`config.mk`:
```
export PLATFORM = sky130hd
export DESIGN_NAME = pc_fetch_ctrl
export DESIGN_NICKNAME = d
export VERILOG_FILES = /design/src/rtl/pc_fetch_ctrl.sv
export SDC_FILE = /design/constraint.sdc
export NUM_CORES = 1
export LEC_CHECK = 0
export BUFFER_PORTS_ARGS = -buffer_cell sky130_fd_sc_hd__buf_2
export CORE_MARGIN = 3
export CORE_UTILIZATION = 50
export CTS_BUF_LIST = sky130_fd_sc_hd__clkbuf_2 sky130_fd_sc_hd__clkbuf_4 sky130_fd_sc_hd__clkbuf_8
export CTS_CLUSTER_SIZE = 12
export DETAILED_ROUTE_END_ITERATION = 7
export GPL_TIMING_DRIVEN = 0
export PLACE_DENSITY = 0.83
export SLEW_MARGIN = 20
export SYNTH_ARGS = -nofsm -noshare
export SYNTH_HDL_FRONTEND = slang
export SYNTH_SLANG_ARGS = --single-unit
```
`constraint.sdc`:
```
create_clock -name clk_i -period 2.5 [get_ports clk_i]
set_clock_uncertainty 0.1 [all_clocks]
set_input_delay 0 -clock clk_i [delete_from_list [all_inputs] [get_ports clk_i]]
set_output_delay 0 -clock clk_i [all_outputs]
set_load 0.05 [all_outputs]
```
`src/rtl/pc_fetch_ctrl.sv`:
```
// pc_fetch_ctrl: instruction fetch sequencer.
// Issues fetch requests at pc_o and advances the PC on each accepted instruction
// using an external +4 adder. Handles stall, jump/branch redirects and halts
// when the sequential PC overflows.
// Ports:
//   clk_i, rst_i            clock, synchronous active-high reset
//   start_i                 leave IDLE and begin fetching
//   stall_i                 hold off the next fetch request
//   branch_i/branch_addr_i  branch redirect
//   jump_i/jump_addr_i      jump redirect (wins over branch)
//   pc_next_i/pc_carry_i    pc_o+4 and carry-out from the external adder
//   imem_ack_i/inst_i       memory acknowledge and instruction data
//   pc_o, imem_req_o        fetch address and request
//   inst_o, inst_valid_o    delivered instruction and its one-cycle strobe
//   fetch_cnt_o             delivered instruction count (wraps)
//   wrap_err_o              sticky sequential-overflow flag
module pc_fetch_ctrl #(
  parameter logic [31:0] RESET_PC = 32'h0000_0000
) (
  input  logic        clk_i,
  input  logic        rst_i,
  input  logic        start_i,
  input  logic        stall_i,
  input  logic        branch_i,
  input  logic [31:0] branch_addr_i,
  input  logic        jump_i,
  input  logic [31:0] jump_addr_i,
  input  logic [31:0] pc_next_i,
  input  logic        pc_carry_i,
  input  logic        imem_ack_i,
  input  logic [31:0] inst_i,
  output logic [31:0] pc_o,
  output logic        imem_req_o,
  output logic [31:0] inst_o,
  output logic        inst_valid_o,
  output logic [15:0] fetch_cnt_o,
  output logic        wrap_err_o
);

  localparam logic [31:0] ALIGN_MASK  = 32'hFFFF_FFFC;
  localparam logic [31:0] RESET_PC_AL = RESET_PC & ALIGN_MASK;

  typedef enum logic [1:0] {
    ST_IDLE  = 2'd0,
    ST_REQ   = 2'd1,
    ST_STALL = 2'd2,
    ST_HALT  = 2'd3
  } state_t;

  state_t      state_q, state_d;
  logic [31:0] pc_q, pc_d;
  logic        req_q, req_d;
  logic [31:0] inst_q, inst_d;
  logic        valid_q, valid_d;
  logic [15:0] cnt_q, cnt_d;
  logic        wrap_q, wrap_d;
  logic        pend_q, pend_d;
  logic [31:0] pend_addr_q, pend_addr_d;

  logic        redir_c;
  logic [31:0] redir_tgt_c;

  // Redirect requested this cycle; jump has priority over branch.
  assign redir_c     = jump_i | branch_i;
  assign redir_tgt_c = (jump_i ? jump_addr_i : branch_addr_i) & ALIGN_MASK;

  // Next-state and next-output logic.
  always_comb begin
    state_d     = state_q;
    pc_d        = pc_q;
    inst_d      = inst_q;
    valid_d     = 1'b0;
    cnt_d       = cnt_q;
    wrap_d      = wrap_q;
    pend_d      = pend_q;
    pend_addr_d = pend_addr_q;

    case (state_q)
      ST_IDLE: begin
        if (start_i) begin
          state_d = stall_i ? ST_STALL : ST_REQ;
        end
      end

      ST_REQ: begin
        if (imem_ack_i) begin
          if (redir_c || pend_q) begin
            // Fetched instruction is on the wrong path: drop it.
            pc_d    = redir_c ? redir_tgt_c : pend_addr_q;
            pend_d  = 1'b0;
            state_d = stall_i ? ST_STALL : ST_REQ;
          end else begin
            inst_d  = inst_i;
            valid_d = 1'b1;
            cnt_d   = cnt_q + 16'd1;
            if (pc_carry_i) begin
              // Sequential PC would wrap past the top of memory.
              wrap_d  = 1'b1;
              state_d = ST_HALT;
            end else begin
              pc_d    = pc_next_i & ALIGN_MASK;
              state_d = stall_i ? ST_STALL : ST_REQ;
            end
          end
        end else if (redir_c) begin
          // PC must stay put while the request is outstanding; remember the target.
          pend_d      = 1'b1;
          pend_addr_d = redir_tgt_c;
        end
      end

      ST_STALL: begin
        if (redir_c) begin
          pc_d = redir_tgt_c;
        end
        if (!stall_i) begin
          state_d = ST_REQ;
        end
      end

      ST_HALT: begin
        state_d = ST_HALT;
      end

      default: begin
        state_d = ST_IDLE;
      end
    endcase
  end

  // Request line is the registered image of "next state is REQ".
  assign req_d = (state_d == ST_REQ);

  // State and output registers.
  always_ff @(posedge clk_i) begin
    if (rst_i) begin
      state_q     <= ST_IDLE;
      pc_q        <= RESET_PC_AL;
      req_q       <= 1'b0;
      inst_q      <= 32'd0;
      valid_q     <= 1'b0;
      cnt_q       <= 16'd0;
      wrap_q      <= 1'b0;
      pend_q      <= 1'b0;
      pend_addr_q <= 32'd0;
    end else begin
      state_q     <= state_d;
      pc_q        <= pc_d;
      req_q       <= req_d;
      inst_q      <= inst_d;
      valid_q     <= valid_d;
      cnt_q       <= cnt_d;
      wrap_q      <= wrap_d;
      pend_q      <= pend_d;
      pend_addr_q <= pend_addr_d;
    end
  end

  assign pc_o         = pc_q;
  assign imem_req_o   = req_q;
  assign inst_o       = inst_q;
  assign inst_valid_o = valid_q;
  assign fetch_cnt_o  = cnt_q;
  assign wrap_err_o   = wrap_q;

endmodule

```
# After elaboration in Yosys (flattened, before gate mapping)
# Index checks and enable logic that the tools add are counted.
word_totals:
  register_bits: 118
  in_bits: 136
  output_inout_bits: 83
  elab_cells: 50
classes:
  add_sub_neg: 1
  eq_ne: 8
  mux: 18
  bitwise_logic: 4
  n_reduce_logical: 10
ops:
  columns: ["op", "count"]
  rows:
  - ["two-way mux 32 bit", 6]
  - ["case mux 32 bit (2 select lines)", 1]
  - ["adder 16 x 1 -> 16 bit (second input constant)", 1]
  - ["two-way mux 2 bit", 6]
  - ["case mux 2 bit (4 select lines)", 1]
  - ["AND reduction 4 bit", 2]
  - ["AND reduction 3 bit", 2]
  - ["== test 2 x 1 -> 1 bit (second input constant)", 2]
  - ["== test 2 bit (second input constant)", 2]
  - ["two-way mux 1 bit", 4]
  - ["!= test 2 bit (second input constant)", 2]
  - ["nonzero test 2 bit", 2]
  - ["!= test 3 bit (second input constant)", 1]
  - ["NOT 1 bit", 3]
  - ["OR reduction 3 bit", 1]
  - ["zero test 2 bit", 1]
  - ["!= test 2 x 1 -> 1 bit (second input constant)", 1]
  - ["AND reduction 2 bit", 1]
  - ["logical OR 1 bit", 1]
  - ["bitwise OR 1 bit", 1]

# Logic depth before layout (Yosys ltp)
# Gate-level depths: netlist of the first run.
logic_depth:
  word_depth: 6
  ltp_mapped: 7

# Worst setup path after synthesis of the first run
# OpenSTA, ideal clock, no wires.
synth_timing:
  kind: "flip-flop to flip-flop"
  from: "register cnt_q[2], in the netlist fetch_cnt_o[2]"
  to: "register cnt_q[15], in the netlist fetch_cnt_o[15]"
  setup_ps: 70
  arrival_ps: 2107
  required_ps: 2330
  setup_slack_ps: 222
  stages_incl_launch_ff: 6
  period_less_slack_ps: 2278
  cell_sequence: "dfxtp_1 nand4b_1 or4_1 buf_2 or3_1 a21oi_1"
synth_between:
  elab_chain_len: 1
synth_lines:
  columns: ["item", "line", "text"]
  rows:
  - ["start: declaration", "55", "logic [15:0] cnt_q, cnt_d;"]
  - ["start signal: assignment", "152", "cnt_q <= cnt_d;"]
  - ["adder 16 x 1 -> 16 bit", "95", "cnt_d = cnt_q + 16'd1;"]
# No other way between the ends.
# A chain may end at the register's enable or synchronous reset.

# Worst setup path in the final report of the first run
layout_timing:
  from: "register pend_q"
  to: "register cnt_q[15], in the netlist fetch_cnt_o[15]"
layout_between:
  elab_chain_len: 3
layout_lines:
  columns: ["item", "line", "text"]
  rows:
  - ["start: declaration", "57", "logic pend_q, pend_d;"]
  - ["start signal: assignment", "154", "pend_q <= pend_d;"]
  - ["logical OR 1 bit", "87", "if (redir_c || pend_q) begin"]
  - ["NOT 1 bit (no line)", null, null]
  - ["AND reduction 3 bit (no line)", null, null]
# No other way between the ends.

==> qor.yml, run 1 <==
fp-row-count: 36
layout.nets: 1155
finalWirelength_um: 20480
yosysMostFrequentCell: "dfxtp_1"
die_x_um: 108.9
p_sw_mw: 1.403
synthTopCellsByCount: "dfxtp_1 (118), nand2_1 (105), a21oi_1 (77), nand3_1 (63), mux2i_1 (58)"
antenna_found_initial: 1
cts_sinks: 118
root_buffer: "clkbuf_8"
syn_area_per_cell_um2: 8.066
clock.fmax_ghz: 0.4238
worst_hold_path.num_cells: 4
whs_ps: 87.08
p_total_mw: 4.563
die_area_mm2: 0.01185
min_path_type: "in -> reg"
first_pass_iters: 8
clock_path_buffers: 2
place_congestion: 0.8385
core_mm2: 0.01004
ctsHtreeMaxLevel: 4
synth_warnings: 0
critPathSlowestCell: "or4_1"
crit_required_ps: 2750
power_density_mw_per_mm2: 554.7
syn_inst: 656
synthArstFlopShare_pct: 0
synth_top_area_share_pct: 44.64
wl_per_cell_um: 17.58
clkPwrFrac_pct: 36.3
power_leakage_nw: 3.391
postSynthNetCount: 793
syn2layout_area_growth_pct: 55.47
syn_area_mm2: 0.005291
io_pins: 219
globalRouteTotalUtil_pct: 34.53
combPwrFrac_pct: 20.2
maxSlewHeadroom_pct: 41.24
grt-ovfl-total: 0
switching_share_pct: 30.74
synth_ff_type: "dfxtp_1"
finalSetupViolCount: 0
worstSetupStartpointType: "flip-flop"
cpPeakStageDelay_ps: 550
drtIter0Drc: 589
worst_slew_pin_slew_ps: 881.4
cts_buffers: 17
path_class: "reg -> reg"
first_global_vias: 6740
vias: 6521
fillers: 651
routed_via_density: 5.597
die_h_um: 108.9
crit_fanout: 10
drcViolationCount: 0
min_period_ps: 2360
drive_gt1_share_pct: 24.64
grt_pass1_wl_um: 32210
cap_violations: 0
status: "complete, no violations"
ant_nets: 0
rr_worst_depth: 7
synth.yosys.seq_area_share_pct: 44.64
ir_drop_mv: 0.2827
worstPathCellList: "buf_6, or3_1, buf_2, or4_1, buf_2, or3_1, a21oi_1"
hold_viol_final: 0
cts_tree: "built"
synth.area.top_cells: "dfxtp_1 (45%), mux2i_1 (11%), nand2_1 (7.4%)"
grt_max_degree: 17
cellInternalPower_mw: 3.161
dp_hpwl_um: 11510
yosysTopAreaCell: "dfxtp_1"
io_buffers: 210
clk-insertion-delay-late_ps: 420
synth_edf_count: 0
ys_ff_latch: 118
synthDistinctLibCells: 34
clk_pin_slew_ps: 70
start_util_pct: 52.68
pwr-share-seq_pct: 43.5
end_kind: "flip-flop"
period_share_pct: 94.39
cp.arrival_ps: 2610
drv_slew: 0
==> worst paths after layout <==
path	start	slack (ps)	endpoint
worst min register to register	pc_o[16]$_SDFFE_PP0P_	350	pc_o[16]$_SDFFE_PP0P_
worst max register to register	pend_q$_SDFFE_PP0P_	140	fetch_cnt_o[15]$_SDFFE_PP0P_
worst max-delay path	pend_q$_SDFFE_PP0P_	140	fetch_cnt_o[15]$_SDFFE_PP0P_
worst min-delay path	imem_ack_i	90	pend_addr_q[2]$_SDFFE_PP0P_
==> layout make-up <==
cell class                 count  area [um2]  share of cell area, %
buffer                        55       217.7                  2.646
clock inverter                14       126.4                  1.536
inverter                       6       22.52                 0.2738
sequential                   118        2362                  28.71
clock buffer                  18       247.7                  3.011
tap                          133       166.4                  2.023
antenna                        1       2.502                0.03042
multi-input combinational    477        2704                  32.87
timing repair buffer         343        2377                  28.90
==> worst max-delay path: cells and delay by family, from the launching register on <==
family / cells / cell delay (ps)
AOI/OAI and AO/OA: 1 / 140
buffers and inverters: 3 / 510
DFF: 1 / 310
and+or+nand+nor: 3 / 1250
==> placed cells by master, fill, tap and decap left out, types with 2 or more instances in the layout <==
master,synthesis,layout
mux2i_1,58,58
clkinv_2,0,4
clkbuf_1,50,49
or3_1,6,6
a21oi_1,77,77
buf_4,0,2
nand2_1,105,105
or2_2,3,3
nand4b_1,3,3
nand4_1,6,6
dlygate4sd3_1,0,131
or4_1,2,2
xnor2_1,8,8
clkinvlp_4,0,2
clkinv_4,0,4
nor2_1,45,44
nor4_1,5,5
nor2b_1,3,3
nor3_1,6,5
o21ai_0,39,39
inv_6,0,3
dfxtp_1,118,118
buf_1,2,2
nor3b_1,2,2
clkbuf_8,0,18
inv_1,6,6
nand3_1,63,63
nand2b_1,5,5
buf_2,2,212
a211oi_1,31,31
==> stage by stage <==
step	area [um2]	std cells	TNS [ps]	utilization (%)	setup slack, ps
finish	8227	1165	0	81.90	140.2
global route	8224	1164	-1.662	81.88	-1.662
CTS	8194	1162	0	81.58	117.6
detailed placement	6509	999	0	64.80	129.6
global placement	6509	999	0	64.80	157.2
floorplan	5291	656	0	-	222.2
==> registers in the layout, indices dropped and copies added, names as in the netlist <==
| name | cells |
|---|---|
| pend_q | 1 |
| wrap_err_o | 1 |
| fetch_cnt_o | 16 |
| pend_addr_q | 32 |
| pc_o | 32 |
| state_q | 2 |
| inst_valid_o | 1 |
| inst_o | 32 |
| imem_req_o | 1 |
==> cells by family after synthesis <==
group / count (synthesis) / share of synthesized area (%)
adders and majority gates: 1 / 0.2364
DFF: 118 / 44.64
buffers and inverters: 61 / 4.516
and+or+nand+nor: 258 / 22.13
xor gates and xnor gates: 8 / 1.324
AOI/OAI and AO/OA: 152 / 16.17
muxes: 58 / 10.97
==> power by group through the flow <==
stage          clock (mW)  combinational [mW]  sequential [mW]
2_1_floorplan           0               0.322             2.16
3_3_place_gp            0               0.691             2.02
3_5_place_dp            0               0.698             2.02
4_1_cts              1.66               0.873             1.98
5_1_grt              1.74               0.985             1.99
6_report             1.65               0.923             1.99
==> per-layer routing <==
| layer | global-route usage (%) | routed length [um] | vias up | share of wire [%] |
|---|---|---|---|---|
| met5 | 0 | 13 | - | 0.063 |
| met4 | 20.11 | 983 | 2 | 4.8 |
| met3 | 8.467 | 1698 | 107 | 8.3 |
| met2 | 60.61 | 10320 | 417 | 50 |
| met1 | 37.59 | 7465 | 2969 | 36 |
| li1 | - | - | 3026 | - |
==> what timing repair did <==
action                                  4_1_cts  5_1_grt
hold buffers                                131        0
setup buffers                                 0        2
endpoints found under the setup margin        0       45
resized for setup                             0        5
endpoints found under the hold margin        96        0
Note: power is estimated with default switching activity, not from simulation.
==> run 2: changes to the inputs <==
==> constraint.sdc (replaced) <==
create_clock -name clk_i -period 2.31 [get_ports clk_i]
set_clock_uncertainty 0.1 [all_clocks]
set_input_delay 0 -clock clk_i [delete_from_list [all_inputs] [get_ports clk_i]]
set_output_delay 0 -clock clk_i [all_outputs]
set_load 0.05 [all_outputs]
==> qor.yml, run 2 (synthesis results as in run 1) <==
cap_violations: 0
combPwrFrac_pct: 20.2
clk_pin_slew_ps: 70
hold_viol_final: 0
crit_fanout: 9
io_buffers: 210
whs_ps: 27.18
period_share_pct: 97.02
p_sw_mw: 1.538
root_buffer: "clkbuf_8"
worstSetupStartpointType: "flip-flop"
fin_cells: 1163
reg2reg_setup_slack_ps: 70
finalWirelength_um: 20620
drv_slew: 0
wl_met3_um: 1571
drive_gt1_share_pct: 26.24
clkPwrFrac_pct: 36.4
clk-insertion-delay-late_ps: 420
first_global_vias: 6760
pwr-share-seq_pct: 43.3
dr_wl_met2_um: 10470
cts_sinks: 118
die_area_mm2: 0.01185
globalRouteTotalUtil_pct: 34.68
crit_required_ps: 2560
clock.fmax_ghz: 0.4462
ant_nets: 0
cp.arrival_ps: 2490
vias: 6561
antenna_found_initial: 1
place_congestion: 0.8385
final_cell_mix: "buf_2 (211), dlygate4sd3_1 (130), dfxtp_1 (117)"
io_pins: 219
dp_hpwl_um: 11510
cts_buffers: 17
drt-met1-wl_um: 7578
cp-startpoint: "pend_q$_SDFFE_PP0P_"
post-place-ws_ps: -60.37
rsz0062_at_grt: "no"
place_inst: 999
fp-row-count: 36
finish.instance_area_mm2: 0.008262
crit_path_end: "fetch_cnt_o[15]$_SDFFE_PP0P_"
power_density_mw_per_mm2: 600.9
min_period_ps: 2241
rr_worst_depth: 6
syn2layout_area_growth_pct: 56.14
grt_pass1_wl_um: 32390
first_pass_iters: 6
cts_tree: "built"
routed.top_layer: "met5"
r2r_start: "pend_q$_SDFFE_PP0P_"
min_path_type: "in -> reg"
drcViolationCount: 0
die_h_um: 108.9
grt_max_degree: 17
path_class: "reg -> reg"
grt-ovfl-total: 0
drtIter0Drc: 550
switching_share_pct: 30.98
core_mm2: 0.01004
end_kind: "flip-flop"
worst_slew_pin_slew_ps: 796.0
power_leakage_nw: 3.426
wl_per_cell_um: 17.73
finalWorstSetupSlack_ps: 68.74
die_x_um: 108.9
cellInternalPower_mw: 3.426
start_util_pct: 52.68
clock_path_buffers: 2
mostFrequentLayoutCell: "buf_2"
finalSetupViolCount: 0
routed_via_density: 5.641
ir_drop_mv: 0.3070
maxSlewHeadroom_pct: 46.93
layout.nets: 1153
placed_area_mm2: 0.006509
status: "complete, no violations"
fin_util_pct: 82.25
ctsHtreeMaxLevel: 4
reg2reg_to: "fetch_cnt_o[15]$_SDFFE_PP0P_"
run 2: changes by cell type in the layout (fill, tap and decap cells not counted), moves of 2 or more:
cell	before	now
or3_4	0	2
clkbuf_2	1	9
or4_1	2	0
clkbuf_1	49	40
or3_1	6	4
or4_4	0	2
run 2: final cells by class:
class	count	area [um2]
diodes	1	2.502
plain buffers	53	226.5
inverters	6	22.52
repair buffers	343	2375
clock buffers	18	247.7
multi-input cells	477	2731
well taps	133	166.4
flip-flops and latches	118	2364
clock inverters	14	126.4
fillers	639	1783
run 2: critical path, stage by stage, from the launching register on:
cell	delay, ps
dfxtp_1	310
buf_6	140
or3_4	380
buf_6	150
or4_4	580
or3_4	390
a21oi_2	130
run 2: how the worst min path moves through the flow:
| stage | start | end | slack (ps) | cells after the start |
|---|---|---|---|---|
| final | branch_i | state_q[0]$_SDFF_PP0_ | 30 | 4 |
| after floorplan | inst_i[17] | inst_o[17]$_SDFFE_PP0P_ | 40 | 2 |
| after detailed placement | inst_i[27] | inst_o[27]$_SDFFE_PP0P_ | 150 | 3 |
| after global placement | inst_i[11] | inst_o[11]$_SDFFE_PP0P_ | 140 | 3 |
| after CTS | jump_i | fetch_cnt_o[4]$_SDFFE_PP0P_ | 50 | 6 |
| after global routing | jump_i | inst_o[18]$_SDFFE_PP0P_ | 80 | 6 |
run 2: what timing repair did:
item	in CTS	in global routing
endpoints found under the hold margin	96	0
endpoints found under the setup margin	28	95
pin swaps	1	0
hold buffers	131	0
buffers inserted	1	2
gates resized for setup	6	29
run 2: per-stage QoR:
step | setup TNS, ps | power [mW]
final | 0 | 4.964
after global routing | 0 | 5.110
after CTS | 0 | 4.887
after detailed placement | -984.3 | 2.944
after global placement | -313.9 | 2.936
after floorplan | 0 | 2.685
run 2: power groups by stage:
stage	Combinational [mW]	Clock, mW	Sequential, mW
after floorplan	0.349	0	2.34
after global placement	0.748	0	2.19
after CTS	0.948	1.80	2.14
after global routing	1.07	1.88	2.16
final	1.00	1.81	2.15
after detailed placement	0.755	0	2.19
run 2: routing by layer:
| metal | global-route usage, % | up-vias |
|---|---|---|
| met5 | 0 | - |
| met4 | 19.84 | 2 |
| met3 | 8.526 | 101 |
| met2 | 60.88 | 399 |
| met1 | 37.91 | 3036 |
| li1 | - | 3023 |
==> run 3: changes to the inputs <==
--- a/config.mk
+++ b/config.mk
@@ -12,8 +12,7 @@
 export CTS_CLUSTER_SIZE = 12
 export DETAILED_ROUTE_END_ITERATION = 7
 export GPL_TIMING_DRIVEN = 0
-export PLACE_DENSITY = 0.83
-export SLEW_MARGIN = 20
+export PLACE_DENSITY_LB_ADDON = 0.2
 export SYNTH_ARGS = -nofsm -noshare
 export SYNTH_HDL_FRONTEND = slang
 export SYNTH_SLANG_ARGS = --single-unit
==> qor.yml, run 3 (synthesis results as in run 1) <==
drcViolationCount: 0
first_pass_iters: 7
fp-row-count: 36
rsz0062_at_grt: "no"
die_x_um: 108.9
switching_share_pct: 29.96
wl_per_cell_um: 17.88
grt_pass1_wl_um: 32310
first_global_vias: 6847
syn2layout_area_growth_pct: 56.87
core_mm2: 0.01004
hold_viol_final: 0
p_sw_mw: 1.492
drive_gt1_share_pct: 26.38
finalSetupViolCount: 0
globalRouteTotalUtil_pct: 34.75
combPwrFrac_pct: 20.3
path_class: "reg -> reg"
min_path_type: "in -> reg"
place_inst: 999
antenna_found_initial: 1
min_period_ps: 2230
power_leakage_nw: 3.440
worstSetupStartpointType: "flip-flop"
grt-ovfl-total: 0
place_congestion: 0.8999
critPathSlowestCell: "or4_4"
ant_nets: 0
maxSlewHeadroom_pct: 39.10
p_total_mw: 4.980
cts_tree: "built"
period_share_pct: 96.56
routed_via_density: 5.752
worstPathCellList: "buf_6, or3_1, buf_6, or4_4, or3_4, a21oi_2"
mostFrequentLayoutCell: "buf_2"
fin_cells: 1165
clock.fmax_ghz: 0.4483
grt_max_degree: 17
clock_path_buffers: 2
cap_violations: 0
root_buffer: "clkbuf_8"
fillers: 613
clk_pin_slew_ps: 70
ir_drop_mv: 0.3213
io_pins: 219
crit_required_ps: 2570
final_cell_mix: "buf_2 (210), dlygate4sd3_1 (133), dfxtp_1 (117)"
crit_path_frequent_cell: "buf_6"
drtIter0Drc: 600
clkPwrFrac_pct: 36.4
dp_hpwl_um: 12310
whs_ps: 29.18
die_area_mm2: 0.01185
layout.nets: 1155
pwr-share-seq_pct: 43.2
placed_area_mm2: 0.006509
end_kind: "flip-flop"
clk-insertion-delay-late_ps: 440
finish.instance_area_mm2: 0.008300
die_h_um: 108.9
finalWirelength_um: 20830
cpPeakStageDelay_ps: 580
ctsHtreeMaxLevel: 4
io_buffers: 210
drv_slew: 0
vias: 6701
status: "complete, no violations"
power_density_mw_per_mm2: 599.9
cp.arrival_ps: 2490
crit_fanout: 9
start_util_pct: 52.68
worst_slew_pin_slew_ps: 913.4
cts_buffers: 17
cellInternalPower_mw: 3.487
cts_sinks: 118
==> run 3: changes by cell type in the layout (fill, tap and decap cells not counted), moves of 2 or more <==
cell           previous run  this run
inv_6                     3         1
clkbuf_2                  9        13
clkbuf_8                 18        20
clkbuf_1                 40        36
clkinvlp_4                2         5
clkinv_4                  4         1
dlygate4sd3_1           130       133
==> run 3: final cells by class <==
cell class / count / area, um2 / area share [%]
Clock buffer: 21 / 282.8 / 3.407
Tap cell: 133 / 166.4 / 2.005
Antenna cell: 1 / 2.502 / 0.03015
Timing Repair Buffer: 345 / 2397 / 28.88
Clock inverter: 11 / 100.1 / 1.206
Sequential cell: 118 / 2366 / 28.50
Inverter: 6 / 22.52 / 0.2713
Multi-Input combinational cell: 477 / 2733 / 32.92
Buffer: 53 / 230.2 / 2.774
==> run 3: critical path: cells and delay by family (launching register included) <==
kind	cells	cell delay (ps)
AO/OA/AOI/OAI	1	110
buffers and inverters	2	280
flip-flops	1	310
AND/OR/NAND/NOR	3	1350
==> run 3: repair_timing <==
action,CTS,global route
buffers inserted,2,0
gates resized for setup,7,34
endpoints found under the setup margin,37,85
hold buffers,134,0
gates cloned,0,0
pin swaps,2,0
hold endpoints to repair,96,0
==> run 3: path summary, 6_finish.rpt <==
path / from / end / slack [ps] / depth (start not counted)
worst max-delay path: pend_q$_SDFFE_PP0P_ / fetch_cnt_o[15]$_SDFFE_PP0P_ / 80 / 6
worst min-delay path: rst_i / pc_o[31]$_SDFFE_PP0P_ / 30 / 3
worst max register to register: pend_q$_SDFFE_PP0P_ / fetch_cnt_o[15]$_SDFFE_PP0P_ / 80 / 6
worst min register to register: pc_o[19]$_SDFFE_PP0P_ / pc_o[19]$_SDFFE_PP0P_ / 350 / 2
==> run 3: metrics by stage <==
step	utilization [%]	worst slack (ps)	setup TNS, ps
3_3_place_gp	64.80	-7.785	-21.42
3_5_place_dp	64.80	-87.13	-1386
4_1_cts	82.39	11.96	0
5_1_grt	82.64	19.07	0
2_1_floorplan	-	32.23	0
6_report	82.64	79.56	0
==> run 3: routing by layer <==
layer,part of all wire (%),GRT usage (%)
met1,36,38.00
met2,51,60.83
met3,8.3,8.289
met4,4.8,20.56
met5,0,0
==> run 3: power groups by stage <==
stage	combinational, mW	clock (mW)	sequential (mW)
after CTS	0.965	1.80	2.15
after global routing	1.08	1.89	2.16
after global placement	0.744	0	2.19
final	1.01	1.81	2.15
after detailed placement	0.764	0	2.19
after floorplan	0.349	0	2.34
